**src/rtl/tdd_frame_sched_pkg.sv**
```systemverilog
// rtl/tdd_frame_sched_pkg.sv - shared state encoding and default sizing for the TDD frame scheduler
package tdd_frame_sched_pkg;

    localparam int CW_DEFAULT     = 24;
    localparam int MINLEN_DEFAULT = 2;

    typedef enum logic {
        ST_IDLE = 1'b0,
        ST_RUN  = 1'b1
    } state_e;

endpackage

```
**src/rtl/tdd_frame_sched_if.sv**
```systemverilog
// rtl/tdd_frame_sched_if.sv - frame config inputs and stream-engine enables of the TDD scheduler
interface tdd_frame_sched_if
    import tdd_frame_sched_pkg::*;
#(
    parameter int CW = CW_DEFAULT
);
    logic          run;
    logic          tddmode;
    logic [CW-1:0] frame_len;
    logic [CW-1:0] frame_adj;
    logic          adj_req;
    logic [CW-1:0] rstart;
    logic [CW-1:0] rend;
    logic [CW-1:0] tstart;
    logic [CW-1:0] tend;
    logic          ien;
    logic          oen;
    logic          sync;
    logic [CW-1:0] fcnt;
    logic          adj_pending;

    modport master (
        output run, tddmode, frame_len, frame_adj, adj_req, rstart, rend, tstart, tend,
        input  ien, oen, sync, fcnt, adj_pending
    );

    modport slave (
        input  run, tddmode, frame_len, frame_adj, adj_req, rstart, rend, tstart, tend,
        output ien, oen, sync, fcnt, adj_pending
    );

endinterface

```
**src/rtl/tdd_win.sv**
```systemverilog
// rtl/tdd_win.sv - registered half-open window compare [win_start, win_end) against the next count
module tdd_win
    import tdd_frame_sched_pkg::*;
#(
    parameter int CW = CW_DEFAULT
) (
    input  logic          clk,
    input  logic          rst,
    input  logic          active,
    input  logic          tdd,
    input  logic [CW-1:0] win_start,
    input  logic [CW-1:0] win_end,
    input  logic [CW-1:0] cnt,
    output logic          en
);

    logic en_q;
    logic en_d;

    // start >= end yields an empty window; FDD keeps the path open for every running cycle
    always_comb begin
        en_d = active && (!tdd || ((cnt >= win_start) && (cnt < win_end)));
    end

    always_ff @(posedge clk) begin
        if (rst) begin
            en_q <= 1'b0;
        end else begin
            en_q <= en_d;
        end
    end

    assign en = en_q;

endmodule

```
**src/rtl/tdd_frame_sched.sv**
```systemverilog
// rtl/tdd_frame_sched.sv - frame counter, shadow config, one-shot length adjust and window enables
module tdd_frame_sched
    import tdd_frame_sched_pkg::*;
#(
    parameter int CW     = CW_DEFAULT,
    parameter int MINLEN = MINLEN_DEFAULT
) (
    input  logic               clk,
    input  logic               rst,
    tdd_frame_sched_if.slave   bus
);

    state_e        state_q, state_d;
    logic [CW-1:0] fcnt_q, fcnt_d;
    logic [CW-1:0] len_q, len_d;
    logic [CW-1:0] slen_q, slen_d;
    logic          stdd_q, stdd_d;
    logic [CW-1:0] rstart_q, rstart_d;
    logic [CW-1:0] rend_q, rend_d;
    logic [CW-1:0] tstart_q, tstart_d;
    logic [CW-1:0] tend_q, tend_d;
    logic [CW-1:0] adj_q, adj_d;
    logic          pend_q, pend_d;
    logic          sync_q, sync_d;

    logic          boundary;
    logic          load;
    logic          apply_adj;
    logic [CW+1:0] adj_term;
    logic [CW+1:0] sum;
    logic [CW-1:0] len_new;

    always_comb begin
        boundary  = (state_q == ST_RUN) && (fcnt_q == len_q - CW'(1));
        load      = bus.run && ((state_q == ST_IDLE) || boundary);
        apply_adj = load && boundary && pend_q;
        state_d   = bus.run ? ST_RUN : ST_IDLE;

        slen_d    = load ? bus.frame_len : slen_q;
        stdd_d    = load ? bus.tddmode   : stdd_q;
        rstart_d  = load ? bus.rstart    : rstart_q;
        rend_d    = load ? bus.rend      : rend_q;
        tstart_d  = load ? bus.tstart    : tstart_q;
        tend_d    = load ? bus.tend      : tend_q;

        // two spare bits keep the sign and any carry past CW, so both ends can be clamped
        adj_term = apply_adj ? {{2{adj_q[CW-1]}}, adj_q} : '0;
        sum      = {2'b00, bus.frame_len} + adj_term;
        if (sum[CW+1]) begin
            len_new = CW'(MINLEN);
        end else if (sum[CW]) begin
            len_new = '1;
        end else if (sum[CW-1:0] < CW'(MINLEN)) begin
            len_new = CW'(MINLEN);
        end else begin
            len_new = sum[CW-1:0];
        end
        len_d = load ? len_new : len_q;

        fcnt_d = ((state_d == ST_IDLE) || load) ? '0 : fcnt_q + CW'(1);
        sync_d = (state_d == ST_RUN) && (fcnt_d == '0);

        // a request in the boundary cycle wins over the clear, so it waits for the next boundary
        adj_d  = bus.adj_req ? bus.frame_adj : adj_q;
        pend_d = bus.adj_req ? 1'b1 : (apply_adj ? 1'b0 : pend_q);
    end

    always_ff @(posedge clk) begin
        if (rst) begin
            state_q  <= ST_IDLE;
            fcnt_q   <= '0;
            len_q    <= '0;
            slen_q   <= '0;
            stdd_q   <= 1'b0;
            rstart_q <= '0;
            rend_q   <= '0;
            tstart_q <= '0;
            tend_q   <= '0;
            adj_q    <= '0;
            pend_q   <= 1'b0;
            sync_q   <= 1'b0;
        end else begin
            state_q  <= state_d;
            fcnt_q   <= fcnt_d;
            len_q    <= len_d;
            slen_q   <= slen_d;
            stdd_q   <= stdd_d;
            rstart_q <= rstart_d;
            rend_q   <= rend_d;
            tstart_q <= tstart_d;
            tend_q   <= tend_d;
            adj_q    <= adj_d;
            pend_q   <= pend_d;
            sync_q   <= sync_d;
        end
    end

    logic rx_en;
    logic tx_en;
    logic win_active;

    assign win_active = (state_d == ST_RUN);

    tdd_win #(.CW(CW)) u_rx_win (
        .clk       (clk),
        .rst       (rst),
        .active    (win_active),
        .tdd       (stdd_d),
        .win_start (rstart_d),
        .win_end   (rend_d),
        .cnt       (fcnt_d),
        .en        (rx_en)
    );

    tdd_win #(.CW(CW)) u_tx_win (
        .clk       (clk),
        .rst       (rst),
        .active    (win_active),
        .tdd       (stdd_d),
        .win_start (tstart_d),
        .win_end   (tend_d),
        .cnt       (fcnt_d),
        .en        (tx_en)
    );

    assign bus.ien         = rx_en;
    assign bus.oen         = tx_en;
    assign bus.sync        = sync_q;
    assign bus.fcnt        = fcnt_q;
    assign bus.adj_pending = pend_q;

    // slen_q mirrors the loaded frame length; len_q is the value actually counted against
    logic unused_slen;
    assign unused_slen = ^slen_q;

endmodule

```
**src/flat_wrapper.sv**
```systemverilog
// flat-port wrapper written by rule: the top's interface ports become plain ports
module tdd_frame_sched_flat import tdd_frame_sched_pkg::*;
#(
    parameter int CW     = CW_DEFAULT,
    parameter int MINLEN = MINLEN_DEFAULT
)
  (clk, rst, bus_run, bus_tddmode, bus_frame_len, bus_frame_adj, bus_adj_req, bus_rstart, bus_rend, bus_tstart, bus_tend, bus_ien, bus_oen, bus_sync, bus_fcnt, bus_adj_pending);
  tdd_frame_sched_if #(.CW(CW)) bus_i ();
  input  logic clk;
  input  logic rst;
  input wire logic [$bits(bus_i.run)-1:0] bus_run;
  input wire logic [$bits(bus_i.tddmode)-1:0] bus_tddmode;
  input wire logic [$bits(bus_i.frame_len)-1:0] bus_frame_len;
  input wire logic [$bits(bus_i.frame_adj)-1:0] bus_frame_adj;
  input wire logic [$bits(bus_i.adj_req)-1:0] bus_adj_req;
  input wire logic [$bits(bus_i.rstart)-1:0] bus_rstart;
  input wire logic [$bits(bus_i.rend)-1:0] bus_rend;
  input wire logic [$bits(bus_i.tstart)-1:0] bus_tstart;
  input wire logic [$bits(bus_i.tend)-1:0] bus_tend;
  output wire logic [$bits(bus_i.ien)-1:0] bus_ien;
  output wire logic [$bits(bus_i.oen)-1:0] bus_oen;
  output wire logic [$bits(bus_i.sync)-1:0] bus_sync;
  output wire logic [$bits(bus_i.fcnt)-1:0] bus_fcnt;
  output wire logic [$bits(bus_i.adj_pending)-1:0] bus_adj_pending;
  assign bus_i.run = bus_run;
  assign bus_i.tddmode = bus_tddmode;
  assign bus_i.frame_len = bus_frame_len;
  assign bus_i.frame_adj = bus_frame_adj;
  assign bus_i.adj_req = bus_adj_req;
  assign bus_i.rstart = bus_rstart;
  assign bus_i.rend = bus_rend;
  assign bus_i.tstart = bus_tstart;
  assign bus_i.tend = bus_tend;
  assign bus_ien = bus_i.ien;
  assign bus_oen = bus_i.oen;
  assign bus_sync = bus_i.sync;
  assign bus_fcnt = bus_i.fcnt;
  assign bus_adj_pending = bus_i.adj_pending;
  tdd_frame_sched #(.CW(CW), .MINLEN(MINLEN)) u_core (.clk(clk), .rst(rst), .bus(bus_i));
endmodule
```
**config.mk**
```make
export PLATFORM = sky130hd
export DESIGN_NAME = tdd_frame_sched_flat
export DESIGN_NICKNAME = d
export VERILOG_FILES = /design/src/rtl/tdd_frame_sched_pkg.sv /design/src/rtl/tdd_frame_sched_if.sv /design/src/rtl/tdd_win.sv /design/src/rtl/tdd_frame_sched.sv /design/src/flat_wrapper.sv
export SDC_FILE = /design/constraint.sdc
export NUM_CORES = 1
export LEC_CHECK = 0
export BUFFER_PORTS_ARGS = -buffer_cell sky130_fd_sc_hd__buf_2
export CORE_MARGIN = 2
export CORE_UTILIZATION = 52
export DETAILED_ROUTE_END_ITERATION = 8
export PLACE_DENSITY = 0.76
export SETUP_SLACK_MARGIN = 0.5
export SLEW_MARGIN = 20
export SYNTH_ARGS = -nofsm -noshare
export SYNTH_HDL_FRONTEND = slang
export SYNTH_SLANG_ARGS = --single-unit
```
**constraint.sdc**
```tcl
create_clock -name clk -period 5.65 [get_ports clk]
set_input_delay 0.8475 -clock clk [delete_from_list [all_inputs] [get_ports clk]]
set_output_delay 0.8475 -clock clk [all_outputs]
set_load 0.02 [all_outputs]
```
==> flow_summary.json, run 1 <==
{
  "final_layout_size_suffix_gt1_share_pct": 23.7,
  "maxSlewHeadroom_pct": 47.8,
  "synthCells": 1294,
  "worstPathRequired_ns": 5.98,
  "rsz0062_at_grt": "yes",
  "leakagePower_nw": 6.37,
  "rows": 53,
  "synth_seq_area_share_pct": 30.8,
  "power_density_nw_per_um2": 222,
  "netlist-cell-type-count": 85,
  "holdPathEnd": "u_core.adj_q[13]",
  "path_max_fanout": 6,
  "root_buffer": "clkbuf_16",
  "dp_hpwl_mm": 23.8,
  "start_util_pct": 53.4,
  "synth_edf_count": 0,
  "synthArstFlopShare_pct": 0,
  "worstHoldStart": "u_core.adj_q[13]",
  "clock_skew_ns": 0.0154,
  "grt_pass1_wl_mm": 48.2,
  "setup_viol": 0,
  "synth-seq-cells": 174,
  "final_cell_mix": "nor2_1 (214), buf_2 (176), dfxtp_1 (170)",
  "first_pass_iters": 5,
  "wl_mm": 31.4,
  "regToRegStartpoint": "u_core.len_q[3]",
  "yosysTopAreaCell": "dfxtp_1",
  "cts_made_buffers": 17,
  "antenna_found_initial": 3,
  "timing.rr.end": "u_core.len_q[0]",
  "placed_area_um2": 12600,
  "dieArea_um2": 22900,
  "syn_area_per_cell_um2": 8.73,
  "routed_via_density": 5.74,
  "reg2reg_slack_ns": 0.12,
  "die_h_um": 151,
  "tritoncts": "yes",
  "post-route-period-util_pct": 97.8,
  "port_buffers": 176,
  "synth_area_um2": 11300,
  "path_clk_slew_ns": 0.07,
  "syn-num-nets": 1565,
  "vdd_drop_max_v": 0.000217,
  "status": "finished clean",
  "grt_max_degree": 71,
  "layout.nets": 1769,
  "cap_viol_max_count": 0,
  "hold_depth": 2,
  "ant_nets": 0,
  "worstPathArrival_ns": 5.85,
  "hold_viol_final": 0,
  "cp-start-kind": "register",
  "clock-sinks": 174,
  "final_max_slew_viol_count": 0,
  "fillers": 1705,
  "ys.flop_type": "dfxtp_1",
  "routedWlPerCell_um": 17.6,
  "fmax_ghz": 0.181,
  "hold_ws_ns": 0.490,
  "r2r_cells": 23,
  "tightest_slew_ns": 0.773,
  "gp_congestion": 0.900,
  "cp-end-kind": "register",
  "grt_pass1_vias": 9587,
  "core_area_um2": 21200,
  "io_pins": 177,
  "final_common_cell": "nor2_1",
  "cts_buffer_depth": 2,
  "ys_top_cells_by_area": "dfxtp_1 (31%), ha_1 (13%), mux2i_1 (11%), nor2_1 (7.2%), o21ai_0 (3.0%)",
  "hp-class": "reg2reg",
  "drt_iter0_drc": 672,
  "die_w_um": 151,
  "finalInstanceArea_um2": 13700,
  "globalRouteTotalUtil_pct": 26.8,
  "fin_crit_ns": 5.53,
  "yosysTopAreaCellShare_pct": 30.8,
  "post-route-drc-count": 0,
  "grt_overflow": 0,
  "area_growth_pct": 21.6,
  "critPathKind": "reg2reg",
  "via_count": 10259,
  "clkLatencyLatePin_ns": 0.44,
  "ys_warn_count": 0,
  "fin_total_pwr_mw": 3.06,
  "cts_htree_levels": 4
}
==> where the power goes <==
part           leakage [nW]  switching (mW)  internal [mW]
logic                  4.64           0.281          0.241
clock network         0.295           0.533          0.675
registers              1.43          0.0362           1.29
==> synthesized netlist by cell type, types with 5 or more instances <==
| library cell | n |
|---|---|
| nand2b_1 | 17 |
| o21a_1 | 6 |
| o31a_1 | 5 |
| dfxtp_1 | 174 |
| a211oi_1 | 15 |
| a21o_1 | 31 |
| nand2_1 | 62 |
| o21ai_0 | 68 |
| xor2_1 | 24 |
| or3_1 | 11 |
| a31oi_1 | 5 |
| a21oi_1 | 47 |
| and4_1 | 5 |
| nor2_1 | 216 |
| nand3_1 | 22 |
| and2_1 | 29 |
| clkbuf_1 | 37 |
| or2_2 | 6 |
| buf_6 | 13 |
| o21ai_1 | 6 |
| mux2i_1 | 125 |
| nor4_1 | 14 |
| buf_2 | 6 |
| ha_1 | 121 |
| nor2b_1 | 13 |
| nand4_1 | 25 |
| nand3b_1 | 6 |
| inv_1 | 21 |
| and3_1 | 17 |
| nor3_1 | 23 |
| xnor2_1 | 34 |
==> cell type report <==
cell class	instances	area, um2	share of cell area [%]
flip-flops and latches	174	3490	25.4
repair buffers	244	1460	10.6
clock inverters	13	156	1.14
diodes	2	5.00	0.0364
multi-input cells	1040	7760	56.5
well taps	275	344	2.50
inverters	21	78.8	0.574
clock buffers	19	443	3.22
==> state kept, by name (all words and copies together), names as in the netlist, 24 cells and up <==
register	cells
u_core.adj_q	24
u_core.bus.fcnt	24
u_core.len_q	24
u_core.rend_q	24
u_core.rstart_q	24
u_core.tend_q	24
u_core.tstart_q	24
==> metrics by stage <==
stage / worst slack, ns / instances / TNS, ns / utilization (%)
final: 0.123 / 1788 / 0 / 65.0
after global routing: -0.111 / 1787 / -0.203 / 64.9
after CTS: 0.124 / 1769 / 0 / 63.2
after detailed placement: -0.0891 / 1727 / -0.0891 / 59.4
after global placement: 0.0303 / 1727 / 0 / 59.4
after floorplan: 0.415 / 1294 / 0 / -
==> logic make-up after synthesis <==
| logic type | count (synthesis) | synth area share [%] |
|---|---|---|
| xor+xnor | 59 | 4.64 |
| flops | 174 | 30.8 |
| fa+ha+maj | 122 | 13.6 |
| buf+inv | 80 | 3.60 |
| compound gates | 234 | 13.6 |
| simple gates | 498 | 22.5 |
| mux | 127 | 11.3 |
==> routing by layer <==
layer  wire length (um)  GRT usage, %
met1              14000          34.9
met2              14600          44.1
met3               2030          5.48
met4                757          9.25
met5                 13             0
==> worst max path at each step <==
| stage | startpoint | end | slack (ns) |
|---|---|---|---|
| after floorplan | u_core.len_q[3] | u_core.len_q[0] | 0.42 |
| final | u_core.len_q[3] | u_core.len_q[0] | 0.12 |
| after global placement | u_core.len_q[3] | u_core.len_q[0] | 0.03 |
| after detailed placement | u_core.len_q[3] | u_core.len_q[0] | -0.09 |
| after global routing | u_core.len_q[3] | u_core.len_q[0] | -0.11 |
| after CTS | u_core.len_q[3] | u_core.len_q[0] | 0.12 |
==> worst max-delay path, cell delays in order (launching register included) <==
cell and delay [ns]:
dfxtp_4 0.35, nor4_4 0.38, buf_4 0.19, buf_12 0.10, nand4_4 0.12, o22ai_2 0.18
nand4_1 0.11, and4bb_4 0.37, nand4_4 0.13, nor3_4 0.19, buf_6 0.16, buf_6 0.12
and2_1 0.17, ha_4 0.23, o211a_1 0.24, nor3_4 0.29, a211oi_2 0.09, or3_4 0.38
a222oi_1 0.47, o2111ai_1 0.17, or4b_4 0.52, nor4_4 0.18, nor2_1 0.07, a21bo_1 0.18
==> repair_timing <==
action	CTS	global route
cloned	0	1
endpoints found under the hold margin	0	0
setup buffers	10	16
hold buffers	0	0
endpoints found under the setup margin	24	26
pin swaps	12	22
resized for setup	21	52
Note: power is estimated with default switching activity, not from simulation.
==> run 2: changes to the inputs <==
--- a/config.mk
+++ b/config.mk
@@ -8,6 +8,7 @@
 export BUFFER_PORTS_ARGS = -buffer_cell sky130_fd_sc_hd__buf_2
 export CORE_MARGIN = 2
 export CORE_UTILIZATION = 52
+export CTS_BUF_LIST = sky130_fd_sc_hd__clkbuf_16
 export DETAILED_ROUTE_END_ITERATION = 8
 export PLACE_DENSITY = 0.76
 export SETUP_SLACK_MARGIN = 0.5
==> run 2 against run 1 <==
Wire length is essentially flat. Non-clock buffer count unchanged. Global-route usage barely moved. Critical path depth unchanged. Core utilization decreased by 0.059 points. Die area is the same. Clock skew rose by 0.0037 ns. Flip-flop and latch count stayed put. Combinational power is essentially flat. Sequential power about the same. Maximum frequency increased by 0.11%. Critical path type unchanged. Largest power group unchanged.
==> flow_summary.json, run 2 (synthesis gave the netlist of run 1 again) <==
{
  "status": "finished clean",
  "cp-end-kind": "register",
  "finalInstanceArea_um2": 13700,
  "final_max_slew_viol_count": 0,
  "start_util_pct": 53.4,
  "post-route-drc-count": 0,
  "ff_latch_area_um2": 3490,
  "die_w_um": 151,
  "drt_iter0_drc": 740,
  "setup_viol": 0,
  "globalRouteTotalUtil_pct": 26.8,
  "dp_hpwl_mm": 23.8,
  "root_buffer": "clkbuf_16",
  "power_density_nw_per_um2": 222,
  "area_growth_pct": 21.5,
  "hp-class": "reg2reg",
  "cp-start-kind": "register",
  "leakagePower_nw": 6.36,
  "vdd_drop_max_v": 0.000216,
  "maxSlewHeadroom_pct": 49.4,
  "first_pass_iters": 5,
  "fillers": 1708,
  "routed_via_density": 5.74,
  "grt_overflow": 0,
  "rows": 53,
  "grt_max_degree": 71,
  "crit_slowest_cell": "or4b_4",
  "io_pins": 177,
  "cts_buffer_depth": 2,
  "critical_path.cell_chain": "nor4_4 > buf_4 > buf_12 > nand4_4 > o22ai_2 > nand4_1 > and4bb_4 > nand4_4 > nor3_4 > buf_6 > buf_6 > and2_1 > ha_4 > o211a_1 > nor3_4 > a211oi_2 > or3_4 > a222oi_1 > o2111ai_1 > or4b_4 > nor4_4 > nor2_1 > a21bo_1",
  "multi_input_area_um2": 7760,
  "antenna_found_initial": 2,
  "fin_crit_ns": 5.52,
  "ant_nets": 0,
  "placed_area_um2": 12600,
  "tritoncts": "yes",
  "cts_made_buffers": 17,
  "rsz0062_at_grt": "yes",
  "post-route-period-util_pct": 97.7,
  "worstPathRequired_ns": 5.97,
  "stdcell_count": 1787,
  "clock_skew_ns": 0.0191,
  "die_h_um": 151,
  "final_cell_mix": "nor2_1 (214), buf_2 (176), dfxtp_1 (170)",
  "max_stage_delay_ns": 0.52,
  "worstPathArrival_ns": 5.84,
  "port_buffers": 176,
  "fin_util_pct": 64.9,
  "via_count": 10261,
  "core_area_um2": 21200,
  "wl_mm": 31.4,
  "path_clk_slew_ns": 0.07,
  "clkLatencyLatePin_ns": 0.44,
  "final_common_cell": "nor2_1",
  "dpl.cell_count": 1727,
  "tightest_slew_ns": 0.750,
  "layout.nets": 1769,
  "cts_htree_levels": 4,
  "grt_pass1_vias": 9623,
  "gp_congestion": 0.900,
  "routedWlPerCell_um": 17.6,
  "fmax_ghz": 0.181,
  "clock-sinks": 174,
  "critPathKind": "reg2reg",
  "dieArea_um2": 22900,
  "final_layout_size_suffix_gt1_share_pct": 23.6,
  "path_max_fanout": 6,
  "reg2reg_slack_ns": 0.13,
  "grt_pass1_wl_mm": 48.3,
  "cap_viol_max_count": 0,
  "hold_viol_final": 0
}
[run 2: report_power, final]
part	leakage [nW]	internal, mW	switching, mW
sequential	1.43	1.29	0.0360
combinational	4.64	0.241	0.281
clock	0.293	0.660	0.533
total	6.36	2.19	0.850
[run 2: worst max-delay path: cells and delay by family (launching register included)]
family / cells / cell delay, ns
AND/OR/NAND/NOR: 12 / 2.90
AO/OA/AOI/OAI: 6 / 1.34
buffers and inverters: 4 / 0.56
flip-flops: 1 / 0.35
adder cells (fa/ha/maj): 1 / 0.23
[run 2: metal layers]
layer  vias up  global-route usage [%]  share of wire, %
met5         -                       0             0.041
li1       5064                       -                 -
met1      4775                    34.9                44
met4         2                    9.53               2.5
met3        68                    5.18               6.5
met2       352                    44.3                47
[run 2: path summary, 6_finish.rpt]
path | start | endpoint | cells after the start
worst max register to register | u_core.len_q[3] | u_core.len_q[0] | 23
worst min-delay path | u_core.adj_q[13] | u_core.adj_q[13] | 2
worst min register to register | u_core.adj_q[13] | u_core.adj_q[13] | 2
worst max-delay path | u_core.len_q[3] | u_core.len_q[0] | 23
[run 2: area by class of cell]
cell class / instances / area share [%]
Sequential cell: 174 / 25.4
Clock inverter: 15 / 1.19
Multi-Input combinational cell: 1040 / 56.5
Inverter: 21 / 0.574
Antenna cell: 1 / 0.0182
Tap cell: 275 / 2.51
Clock buffer: 17 / 3.10
Timing Repair Buffer: 244 / 10.6
[run 2: through the flow]
step           total power [mW]  setup slack, ns  hold slack (ns)  setup TNS (ns)
2_1_floorplan              1.68            0.415            0.452               0
3_3_place_gp               1.82           0.0303            0.467               0
3_5_place_dp               1.83          -0.0891            0.480         -0.0891
4_1_cts                    3.03            0.125            0.497               0
5_1_grt                    3.17           -0.111            0.513          -0.203
6_report                   3.04            0.130            0.490               0
[run 2: timing repair]
| action | CTS | global route |
|---|---|---|
| gates resized for setup | 21 | 52 |
| pin swaps | 12 | 22 |
| setup buffers | 10 | 16 |
| hold buffers | 0 | 0 |
| endpoints found under the setup margin | 24 | 26 |
| cloned | 0 | 1 |
